<file path="src/rtl/pwm_slew.sv">
// Slew-rate limiter for the pwm duty input: walks the output toward a latched
// target by a fixed step, changing only on PWM period boundaries.
module pwm_slew #(
  parameter int period = 7,
  parameter int step   = 1,
  parameter int hold   = 1
) (
  input  logic                         clk,
  input  logic                         rst,
  input  logic [$clog2(period+1)-1:0]  target,
  input  logic                         target_stb,
  output logic [$clog2(period+1)-1:0]  out,
  output logic                         busy,
  output logic                         done
);

  localparam int W  = $clog2(period + 1);
  localparam int HW = (hold > 1) ? $clog2(hold) : 1;

  localparam logic [W-1:0]  P_MAX  = W'(period);
  localparam logic [W-1:0]  P_LAST = W'(period - 1);
  localparam logic [W-1:0]  STEP_W = W'(step);
  localparam logic [HW-1:0] H_LAST = HW'(hold - 1);

  typedef enum logic [1:0] {
    S_IDLE = 2'd0,
    S_UP   = 2'd1,
    S_DOWN = 2'd2
  } state_t;

  state_t        r_state;
  state_t        w_state_nxt;
  logic [W-1:0]  r_pcnt;
  logic [HW-1:0] r_hcnt;
  logic [W-1:0]  r_out;
  logic [W-1:0]  r_tgt;
  logic          r_busy;
  logic          r_done;

  logic          w_tick;
  logic          w_step_evt;
  logic [W-1:0]  w_tgt_clamp;
  logic [W:0]    w_sum;
  logic [W-1:0]  w_diff;
  logic [W-1:0]  w_up_val;
  logic [W-1:0]  w_dn_val;
  logic [W-1:0]  w_out_nxt;
  logic [W-1:0]  w_tgt_nxt;
  logic          w_done_nxt;
  logic          w_busy_nxt;

  assign w_tick      = (r_pcnt == P_LAST);
  assign w_step_evt  = w_tick && (r_hcnt == H_LAST);
  assign w_tgt_clamp = (target > P_MAX) ? P_MAX : target;

  // Sum carries an extra bit so a step past the top can never wrap.
  assign w_sum    = {1'b0, r_out} + {1'b0, STEP_W};
  assign w_diff   = r_out - STEP_W;
  assign w_up_val = (w_sum > {1'b0, r_tgt}) ? r_tgt : w_sum[W-1:0];
  assign w_dn_val = ((r_out < STEP_W) || (w_diff < r_tgt)) ? r_tgt : w_diff;

  // Free-running period and hold counters; only reset clears them.
  always_ff @(posedge clk or posedge rst) begin
    if (rst) begin
      r_pcnt <= {W{1'b0}};
      r_hcnt <= {HW{1'b0}};
    end else if (w_tick) begin
      r_pcnt <= {W{1'b0}};
      r_hcnt <= (r_hcnt == H_LAST) ? {HW{1'b0}} : (r_hcnt + HW'(1));
    end else begin
      r_pcnt <= r_pcnt + W'(1);
      r_hcnt <= r_hcnt;
    end
  end

  // State and output registers.
  always_ff @(posedge clk or posedge rst) begin
    if (rst) begin
      r_state <= S_IDLE;
      r_out   <= {W{1'b0}};
      r_tgt   <= {W{1'b0}};
      r_busy  <= 1'b0;
      r_done  <= 1'b0;
    end else begin
      r_state <= w_state_nxt;
      r_out   <= w_out_nxt;
      r_tgt   <= w_tgt_nxt;
      r_busy  <= w_busy_nxt;
      r_done  <= w_done_nxt;
    end
  end

  // Next-state logic: a strobe wins over a coincident step event.
  always_comb begin
    w_state_nxt = r_state;
    w_out_nxt   = r_out;
    w_tgt_nxt   = r_tgt;
    w_done_nxt  = 1'b0;
    if (target_stb) begin
      w_tgt_nxt = w_tgt_clamp;
      if (w_tgt_clamp > r_out) begin
        w_state_nxt = S_UP;
      end else if (w_tgt_clamp < r_out) begin
        w_state_nxt = S_DOWN;
      end else begin
        w_state_nxt = S_IDLE;
        w_done_nxt  = 1'b1;
      end
    end else if (w_step_evt) begin
      case (r_state)
        S_UP: begin
          w_out_nxt = w_up_val;
          if (w_up_val == r_tgt) begin
            w_state_nxt = S_IDLE;
            w_done_nxt  = 1'b1;
          end else begin
            w_state_nxt = S_UP;
          end
        end
        S_DOWN: begin
          w_out_nxt = w_dn_val;
          if (w_dn_val == r_tgt) begin
            w_state_nxt = S_IDLE;
            w_done_nxt  = 1'b1;
          end else begin
            w_state_nxt = S_DOWN;
          end
        end
        S_IDLE: begin
          w_state_nxt = S_IDLE;
        end
        default: begin
          w_state_nxt = S_IDLE;
        end
      endcase
    end else begin
      w_state_nxt = r_state;
    end
    w_busy_nxt = (w_state_nxt != S_IDLE);
  end

  assign out  = r_out;
  assign busy = r_busy;
  assign done = r_done;

endmodule

</file>
<file path="config.mk">
export PLATFORM = sky130hd
export DESIGN_NAME = pwm_slew
export DESIGN_NICKNAME = d
export VERILOG_FILES = /design/src/rtl/pwm_slew.sv
export SDC_FILE = /design/constraint.sdc
export NUM_CORES = 1
export LEC_CHECK = 0
export ABC_AREA = 1
export ABC_CLOCK_PERIOD_IN_PS = 6770
export CELL_PAD_IN_SITES_DETAIL_PLACEMENT = 0
export CELL_PAD_IN_SITES_GLOBAL_PLACEMENT = 1
export CORE_AREA = 3 3 48 61
export CTS_CLUSTER_DIAMETER = 60
export DETAILED_ROUTE_END_ITERATION = 7
export DIE_AREA = 0 0 51 64
export PLACE_DENSITY = 0.92
export SKIP_CTS_REPAIR_TIMING = 1
export SYNTH_ARGS = -nofsm -noshare
export SYNTH_HDL_FRONTEND = slang
export SYNTH_SLANG_ARGS = --single-unit
</file>
<file path="constraint.sdc">
create_clock -name clk -period 6.77 [get_ports clk]
set_input_delay 1.6925 -clock clk [delete_from_list [all_inputs] [get_ports clk]]
set_output_delay 1.6925 -clock clk [all_outputs]
set_load 0.1 [all_outputs]
</file>
==> results of run 1 <==
[worst paths after layout]
check / endpoint / cells past startpoint / slack [ns] / from
max: out[0] / 1 / 3.07 / out[0]
min: r_pcnt[0] / 1 / 0.48 / r_pcnt[0]
max reg2reg: busy / 17 / 4.24 / out[0]
min reg2reg: r_pcnt[0] / 1 / 0.48 / r_pcnt[0]
max in group asynchronous: r_state[1] / 2 / 4.73 / rst
min in group asynchronous: done / 2 / 1.73 / rst
[cells by family (layout without fill, tap and decap cells)]
logic type      after synthesis  in the layout  share of synthesized area (%)
xor+xnor                      2              2                           1.69
buf+inv                      28             39                           10.2
flops                        13             13                           31.3
compound gates               25             25                           12.9
simple gates                 63             63                           29.4
fa+ha+maj                    12             12                           14.5
[synthesized netlist by cell type (all sizes together)]
| library cell | count |
|---|---|
| buf | 1 |
| a31oi | 1 |
| a21oi | 5 |
| nand4 | 6 |
| inv | 25 |
| nand3 | 11 |
| nand2 | 37 |
| dfrtp | 13 |
| nor3 | 2 |
| o21ai | 16 |
| or2 | 1 |
| ha | 12 |
| nor2 | 6 |
| clkbuf | 2 |
| xnor2 | 2 |
| o211ai | 3 |
[layer usage]
metal  global-route usage, %  vias to the layer above  share of wire (%)
met4                    12.1                        0                5.0
met1                    16.8                      427                 44
met2                    24.5                       18                 48
met5                       0                        -                  0
met3                    1.40                       12                3.2
li1                        -                      492                  -
[layout make-up]
class / instances / area, sq um
repair buffers: 10 / 100
well taps: 33 / 41.3
multi-input cells: 102 / 607
clock buffers: 4 / 26.3
fillers: 252 / 1230
inverters: 25 / 93.8
flip-flops and latches: 13 / 325
[through the flow]
step / instances / cell area (sq um) / setup slack [ns] / hold WS, ns
after floorplan: 143 / 1040 / 3.85 / 0.444
after global placement: 183 / 1170 / 3.42 / 0.456
after detailed placement: 183 / 1170 / 3.38 / 0.474
after CTS: 187 / 1190 / 3.07 / 0.483
after global routing: 187 / 1190 / 3.01 / 0.507
final: 187 / 1190 / 3.07 / 0.478
[registers in the layout, summed over array words and instances (netlist names)]
register and count:
r_state 2, busy 1, out 3, r_pcnt 3, done 1, r_tgt 3
[layout by cell type (no fill, tap or decap), drive strengths merged]
master | netlist | layout
nand2 | 37 | 37
inv | 25 | 25
o21ai | 16 | 16
dfrtp | 13 | 13
ha | 12 | 12
nand3 | 11 | 11
clkdlybuf4s50 | 0 | 10
nand4 | 6 | 6
nor2 | 6 | 6
a21oi | 5 | 5
clkbuf | 2 | 4
o211ai | 3 | 3
xnor2 | 2 | 2
nor3 | 2 | 2
a31oi | 1 | 1
or2 | 1 | 1
==> results.md, run 1 <==
* Outcome: finished, final reports clean
* Minimum clock period at 3.70 ns
* Tightest Pin Transition at 0.972 ns
* Synthesized cell area at 1040 sq um
* Layout Skew at approximately 0.0023 ns
* Initial antenna violation count at 0
* HPWL Detailed at around 1800 um
* Post-route antenna net violation count at 0
* H-Tree Depth at 1
* Final setup vio count at 0
* Die H at 64 um
* CTS tree: done
* Clock transition at path regs at about 0.07 ns
* Via density at 5.07
* Post-synthesis sequential area ratio at 31.3%
* Share of layout cells above drive strength 1 at 10.4%
* Yosys top cell by area: dfrtp_1
* Max Clk Rate at approximately 0.27 GHz
* Area contributors post-synth: dfrtp_1 (31%), ha_1 (14%), nand2_1 (12%)
* Synthesized flop and latch total at 13
* Critical-path top delay cell: clkdlybuf4s50_1
* CTS Buf Count at 3
* Synth warnings at 0
* Final GP Congestion at 0.840
* Startpoint Class: flop
* # clock sinks at 13
* Final hold vios at 0
* Hold crit path type: reg -> reg
* RSZ-0062 raised after global routing: false
* Grt ovf at 0
* Final wirelength at ~2100 um
* Die ar. at 3260 sq um
* Slew margin rel. at 35.0%
* Die X at 51 um
* Crit-path max cell delay at 1.20 ns
* CP top delay family: buffers and inverters
* CTS max path bufs at 2
* Crit. End Element: output pin
* Worst Path Required at 5.08 ns
* Iteration-0 DRC Markers at 20
* Nets at 173
* Diodes inserted at 0
* Fin. max-slew vios at 0
* Area of the core at ~2400 sq um
* Overall Global Routing Usage at 14.8%
* Total number of vias at 949
* Netlist cell types at 23
* Starting density of the core at between 40 and 50%
* Buffers on Ports at 10
* Pin count of the biggest net entering global routing at 14
* Num rows at 20
* WP buf/inv at 1
* Final period util at 54.6%
* Io pins at 11
* DRC viols at 0
* Peak fanout along the critical path at 9
* CTS root buf: clkbuf_4
* Synth Area per Inst at 7.26 sq um
* Max-cap violations at 0
* Setup TNS at 0 ns
* Syn nets at 161
* Mapped Cells at 143
* Clock Latency Late Sink at 0.27 ns
* Area delta synth->final at 14.9%
* DR WL/cell at 11.3 um
* Post-layout util at 49.2%
* Worst-path cell chain: clkdlybuf4s50_1
* First-pass GRT wire length at ~3700 um
* Arr. time, crit path at 2.01 ns
* CP Class: reg -> out
* TritonRoute pass-1 iters at 4
* Synth top area share at 31.3%
* Vias in the first global route at 934
Power of run 1 is left out: the tool's default activity adds up to more than one toggle a clock period on the data nets, which glitch-free logic cannot reach.
==> run 2, diff against run 1 <==
--- a/config.mk
+++ b/config.mk
@@ -6,14 +6,14 @@
 export NUM_CORES = 1
 export LEC_CHECK = 0
 export ABC_AREA = 1
-export ABC_CLOCK_PERIOD_IN_PS = 6770
+export ABC_CLOCK_PERIOD_IN_PS = 3100
 export CELL_PAD_IN_SITES_DETAIL_PLACEMENT = 0
 export CELL_PAD_IN_SITES_GLOBAL_PLACEMENT = 1
-export CORE_AREA = 3 3 48 61
+export CORE_AREA = 3 3 53 67
 export CTS_CLUSTER_DIAMETER = 60
 export DETAILED_ROUTE_END_ITERATION = 7
-export DIE_AREA = 0 0 51 64
-export PLACE_DENSITY = 0.92
+export DIE_AREA = 0 0 56 70
+export PLACE_DENSITY = 0.81
 export SKIP_CTS_REPAIR_TIMING = 1
 export SYNTH_ARGS = -nofsm -noshare
 export SYNTH_HDL_FRONTEND = slang
==> constraint.sdc (replaced) <==
create_clock -name clk -period 3.1 [get_ports clk]
set_input_delay 0.775 -clock clk [delete_from_list [all_inputs] [get_ports clk]]
set_output_delay 0.775 -clock clk [all_outputs]
set_load 0.1 [all_outputs]
==> run 2 against run 1 <==
  * Global-route usage decreased by 2.1 points
  * Largest cell class unchanged
  * Critical path depth increased by 11
  * Non-clock buffer count unchanged
  * Via count decreased by 0.95%
  * Clock skew increased by 0.0023 ns
  * Core utilization decreased by 9.3 points
==> results.md, run 2 (same netlist as run 1, synthesis figures left out) <==
* Outcome: finished, final reports clean (unchanged)
* Nets at 173 (unchanged)
* CTS root buf: clkbuf_4 (unchanged)
* Final hold vios at 0 (unchanged)
* Slew margin rel. at 67.1% (was 35.0%)
* Peak fanout along the critical path at 9 (unchanged)
* Max-cap violations at 0 (unchanged)
* Share of layout cells above drive strength 1 at 13.6% (was 10.4%)
* Layout Skew at 0.00461 ns (was 0.00235 ns)
* Io pins at 11 (unchanged)
* Die H at 70 um (was 64 um)
* Met3 GRT Util at 1.66% (was 1.40%)
* CTS max path bufs at 2 (unchanged)
* Commonest cells after routing, fill and taps aside: nand2_1 (34), inv_1 (21), o21ai_0 (13), dfrtp_1 (13), ha_1 (12) (unchanged)
* Grt met2 use at 22.4% (was 24.5%)
* Overall Global Routing Usage at 12.8% (was 14.8%)
* Crit. End Element: flop (was output pin)
* CTS Buf Count at 3 (unchanged)
* Setup TNS at 0 ns (unchanged)
* Diodes inserted at 0 (unchanged)
* GR Util met1 at 16.0% (was 16.8%)
* Most common cell after layout, fill and taps aside: nand2_1 (unchanged)
* Post-route antenna net violation count at 0 (unchanged)
* Buffers on Ports at 10 (unchanged)
* Die ar. at 3920 sq um (was 3260 sq um)
* # clock sinks at 13 (unchanged)
* Final wirelength at 2260 um (was 2110 um)
* Iteration-0 DRC Markers at 26 (was 20)
* Area delta synth->final at 14.1% (was 14.9%)
* Worst Path Required at 3.24 ns (was 5.08 ns)
* Final GP Congestion at 0.806 (was 0.840)
* Via density at 4.95 (was 5.07)
* Startpoint Class: flop (unchanged)
* Final setup vio count at 0 (unchanged)
* Grt ovf at 0 (unchanged)
* Minimum clock period at 2.56 ns
* Final period util at 82.6%
* DRC viols at 0 (unchanged)
* Gr busiest metal: met2 (unchanged)
* Die X at 56 um (was 51 um)
* Starting density of the core at 34.9% (was 42.8%)
* CP Class: reg -> reg (was reg -> out)
* Area of the core at 2970 sq um (was 2430 sq um)
* RSZ-0062 raised after global routing: false (unchanged)
* Initial antenna violation count at 0 (unchanged)
* CTS tree: done (unchanged)
* TritonRoute pass-1 iters at 4 (unchanged)
* Vias in the first global route at 932 (was 934)
* First-pass GRT wire length at 4110 um (was 3720 um)
* Hold crit path type: reg -> reg (unchanged)
* Fin. max-slew vios at 0 (unchanged)
* Max Clk Rate at 0.390 GHz
* Clock Latency Late Sink at 0.27 ns (about the same)
* Arr. time, crit path at 2.70 ns (was 2.01 ns)
* HPWL Detailed at 1880 um (was 1790 um)
* Clock transition at path regs at 0.08 ns (was 0.07 ns)
* Num rows at 22 (was 20)
* Pin count of the biggest net entering global routing at 14 (unchanged)
* DR WL/cell at 11.9 um (was 11.3 um)
* H-Tree Depth at 1 (unchanged)
* Tightest Pin Transition at 0.493 ns (was 0.972 ns)
* Total number of vias at 940 (was 949)
run 2: cell count changes in the layout (fill, tap and decap cells not counted):
cell and delta:
buf_4 +5, clkdlybuf4s50_1 -5
run 2: final timing paths:
check / cells after the start / startpoint / slack, ns / end
worst max-delay path: 12 / out[0] / 0.54 / out[2]
worst min-delay path: 1 / r_pcnt[0] / 0.48 / r_pcnt[0]
worst max register to register: 12 / out[0] / 0.54 / out[2]
worst min register to register: 1 / r_pcnt[0] / 0.48 / r_pcnt[0]
max in group asynchronous: 2 / rst / 1.94 / out[1]
min in group asynchronous: 2 / rst / 0.82 / out[2]
run 2: critical path, stage by stage, from the launching register on:
cell and delay (ns):
dfrtp_1 0.50, ha_1 0.27, xnor2_1 0.31, inv_2 0.07, ha_1 0.31, a21oi_1 0.14
nand2_1 0.06, nand2_1 0.19, nand2_1 0.14, nand2_1 0.08, o21ai_0 0.09, o211ai_1 0.17
o21ai_0 0.10
run 2: per-stage QoR:
stage          setup slack, ns  hold slack, ns  instance area, sq um  cells  util, %
6_report                 0.538           0.476                  1180    190     39.9
5_1_grt                  0.262           0.519                  1180    190     39.9
4_1_cts                  0.559           0.483                  1180    190     39.9
3_5_place_dp             0.570           0.471                  1160    186     39.0
3_3_place_gp             0.614           0.454                  1160    186     39.0
2_1_floorplan            0.175           0.444                  1040    143        -
run 2: metal layers:
layer / vias to the layer above / routed length, um / part of all wire, %
li1: 494 / - / -
met1: 424 / 1060 / 47
met2: 18 / 1130 / 50
met3: 4 / 48 / 2.1
met4: 0 / 18 / 0.80
met5: - / 0 / 0
run 2: final cells by class:
| type | instances | area [sq um] |
|---|---|---|
| tap | 36 | 45.0 |
| multi-input combinational | 102 | 607 |
| clock buffer | 4 | 26.3 |
| inverter | 25 | 93.8 |
| fill | 336 | 1790 |
| sequential | 13 | 325 |
| timing repair buffer | 10 | 87.6 |
Power of run 2 is left out for the same reason.
==> run 3, diff against run 2 <==
--- a/config.mk
+++ b/config.mk
@@ -6,14 +6,14 @@
 export NUM_CORES = 1
 export LEC_CHECK = 0
 export ABC_AREA = 1
-export ABC_CLOCK_PERIOD_IN_PS = 3100
+export ABC_CLOCK_PERIOD_IN_PS = 2550
 export CELL_PAD_IN_SITES_DETAIL_PLACEMENT = 0
 export CELL_PAD_IN_SITES_GLOBAL_PLACEMENT = 1
-export CORE_AREA = 3 3 53 67
+export CORE_AREA = 3 3 50 63
 export CTS_CLUSTER_DIAMETER = 60
 export DETAILED_ROUTE_END_ITERATION = 7
-export DIE_AREA = 0 0 56 70
-export PLACE_DENSITY = 0.81
+export DIE_AREA = 0 0 53 66
+export PLACE_DENSITY = 0.87
 export SKIP_CTS_REPAIR_TIMING = 1
 export SYNTH_ARGS = -nofsm -noshare
 export SYNTH_HDL_FRONTEND = slang
==> constraint.sdc (replaced) <==
create_clock -name clk -period 2.55 [get_ports clk]
set_input_delay 0.6375 -clock clk [delete_from_list [all_inputs] [get_ports clk]]
set_output_delay 0.6375 -clock clk [all_outputs]
set_load 0.1 [all_outputs]
==> run 3 against run 2 <==
  * Critical endpoint unchanged
  * Die area down 11%
  * Cell count up 0.53%
  * Core utilization up 6.3 points
  * Wire length down 2.7%
==> results.md, run 3 (same netlist as run 1, synthesis figures left out) <==
* CTS max path bufs at 2 (unchanged)
* Final setup vio count at 0 (unchanged)
* CP Class: reg -> reg (unchanged)
* Peak fanout along the critical path at 7 (was 9)
* Commonest cells after routing, fill and taps aside: nand2_1 (33), inv_1 (20), o21ai_0 (13) (was nand2_1 (34), inv_1 (21), o21ai_0 (13), dfrtp_1 (13), ha_1 (12))
* Most used cell, CP: nand2_1 (unchanged)
* Max-cap violations at 0 (unchanged)
* WP buf/inv at 1 (unchanged)
* Iteration-0 DRC Markers at 32 (was 26)
* Overall Global Routing Usage at 14.9% (was 12.8%)
* Post-route antenna net violation count at 0 (unchanged)
* DR WL/cell at 11.5 um (was 11.9 um)
* Total number of vias at 942 (was 940)
* Nets at 176 (was 173)
* Starting density of the core at 39.1% (was 34.9%)
* Worst-path cell chain: ha_1, xnor2_2, inv_2, ha_1, a21oi_1, nand2_1, nand2_2, nand2_1, nand2_1, o21ai_0, o211ai_1, o21ai_0 (was ha_1, xnor2_1, inv_2, ha_1, a21oi_1, nand2_1, nand2_1, nand2_1, nand2_1, o21ai_0, o211ai_1, o21ai_0)
* Area of the core at 2650 sq um (was 2970 sq um)
* Critical Path Start: out[0] (unchanged)
* Clock transition at path regs at 0.08 ns (about the same)
* Pin count of the biggest net entering global routing at 14 (unchanged)
* Area delta synth->final at 18.0% (was 14.1%)
* Via density at 4.93 (was 4.95)
* Num rows at 21 (was 22)
* Outcome: finished, final reports clean (unchanged)
* Layout Skew at 0.00362 ns (was 0.00461 ns)
* Clock Latency Late Sink at 0.28 ns (was 0.27 ns)
* Die X at 53 um (was 56 um)
* TritonRoute pass-1 iters at 4 (unchanged)
* CTS tree: done (unchanged)
* Slew margin rel. at 65.9% (was 67.1%)
* Minimum clock period at 2.39 ns (was 2.56 ns)
* Final hold vios at 0 (unchanged)
* Worst Reg-to-Reg Cells at 12 (unchanged)
* CTS root buf: clkbuf_4 (unchanged)
* Initial antenna violation count at 0 (unchanged)
* Critical-path top delay cell: dfrtp_4 (was dfrtp_1)
* PnR worst setup slack at 0.164 ns (was 0.538 ns)
* Tightest Pin Transition at 0.510 ns (was 0.493 ns)
* H-Tree Depth at 1 (unchanged)
* Final wirelength at 2200 um (was 2260 um)
* Most common cell after layout, fill and taps aside: nand2_1 (unchanged)
* CP top delay family: adder cells (unchanged)
* Buffers on Ports at 10 (unchanged)
* Grt ovf at 0 (unchanged)
* Fin. max-slew vios at 0 (unchanged)
* Die ar. at 3500 sq um (was 3920 sq um)
* Vias in the first global route at 933 (was 932)
* HPWL Detailed at 1810 um (was 1880 um)
* Diodes inserted at 0 (unchanged)
* Place WS at 0.0419 ns (was 0.570 ns)
* Share of layout cells above drive strength 1 at 18.5% (was 13.6%)
* Hold crit path type: reg -> reg (unchanged)
* Max Clk Rate at 0.419 GHz (was 0.390 GHz)
* Setup slack, reg-to-reg at 0.16 ns (was 0.54 ns)
* Worst path depth at 12 (unchanged)
* Io pins at 11 (unchanged)
* Die H at 66 um (was 70 um)
* Final period util at 93.6% (was 82.6%)
* Worst setup endpoint: out[2] (unchanged)
* # clock sinks at 13 (unchanged)
* CTS Buf Count at 3 (unchanged)
* First-pass GRT wire length at 3890 um (was 4110 um)
* Crit-path max cell delay at 0.52 ns (was 0.50 ns)
* Final GP Congestion at 0.872 (was 0.806)
* Reg-to-reg startpoint: out[0] (unchanged)
* Worst Path Required at 2.69 ns (was 3.24 ns)
* Arr. time, crit path at 2.53 ns (was 2.70 ns)
* DRC viols at 0 (unchanged)
* Worst r2r dst: out[2] (unchanged)
* Startpoint Class: flop (unchanged)
* Crit. End Element: flop (unchanged)
## run 3: changes by cell type in the layout (fill, tap and decap cells not counted)
cell,before,now
xnor2_1,2,1
nand2_1,34,33
inv_1,21,20
xnor2_2,0,1
dfrtp_1,13,11
inv_4,0,1
nand2_2,2,3
dfrtp_4,0,2
buf_4,5,8
## run 3: worst register-to-register path: stages (launching register included)
cell	delay, ns
dfrtp_4	0.52
ha_1	0.25
xnor2_2	0.21
inv_2	0.06
ha_1	0.30
a21oi_1	0.13
nand2_1	0.07
nand2_2	0.12
nand2_1	0.11
nand2_1	0.07
o21ai_0	0.09
o211ai_1	0.18
o21ai_0	0.14
## run 3: metrics by stage
stage | hold WS (ns) | area, sq um | TNS, ns | std cells | utilization [%]
floorplan | 0.444 | 1050 | 0 | 143 | -
CTS | 0.481 | 1200 | 0 | 189 | 45.1
global route | 0.500 | 1220 | -0.0276 | 191 | 46.2
global placement | 0.456 | 1170 | 0 | 185 | 44.1
finish | 0.480 | 1220 | 0 | 191 | 46.2
detailed placement | 0.470 | 1170 | 0 | 185 | 44.1
## run 3: worst min-delay path by stage
| stage | start | endpoint | slack [ns] | cells past startpoint |
|---|---|---|---|---|
| 3_3_place_gp | r_pcnt[0] | r_pcnt[0] | 0.46 | 1 |
| 6_report | r_pcnt[0] | r_pcnt[0] | 0.48 | 1 |
| 3_5_place_dp | r_pcnt[0] | r_pcnt[0] | 0.47 | 1 |
| 5_1_grt | r_pcnt[0] | r_pcnt[0] | 0.50 | 1 |
| 2_1_floorplan | r_pcnt[0] | r_pcnt[0] | 0.44 | 1 |
| 4_1_cts | r_pcnt[0] | r_pcnt[0] | 0.48 | 1 |
## run 3: per-layer routing
metal	vias to the layer above	GRT usage [%]	part of all wire, %	routed length [um]
met4	0	6.71	1.7	37
li1	493	-	-	-
met2	15	25.8	49	1080
met3	5	2.03	2.9	63
met5	-	0	0	0
met1	429	17.8	46	1020
## run 3: area by class of cell
type / instances / area (sq um)
clock buffer: 4 / 26.3
fill: 274 / 1430
inverter: 25 / 96.3
multi-input combinational: 102 / 617
sequential: 13 / 333
tap: 34 / 42.5
timing repair buffer: 13 / 110
Power of run 3 is left out for the same reason.
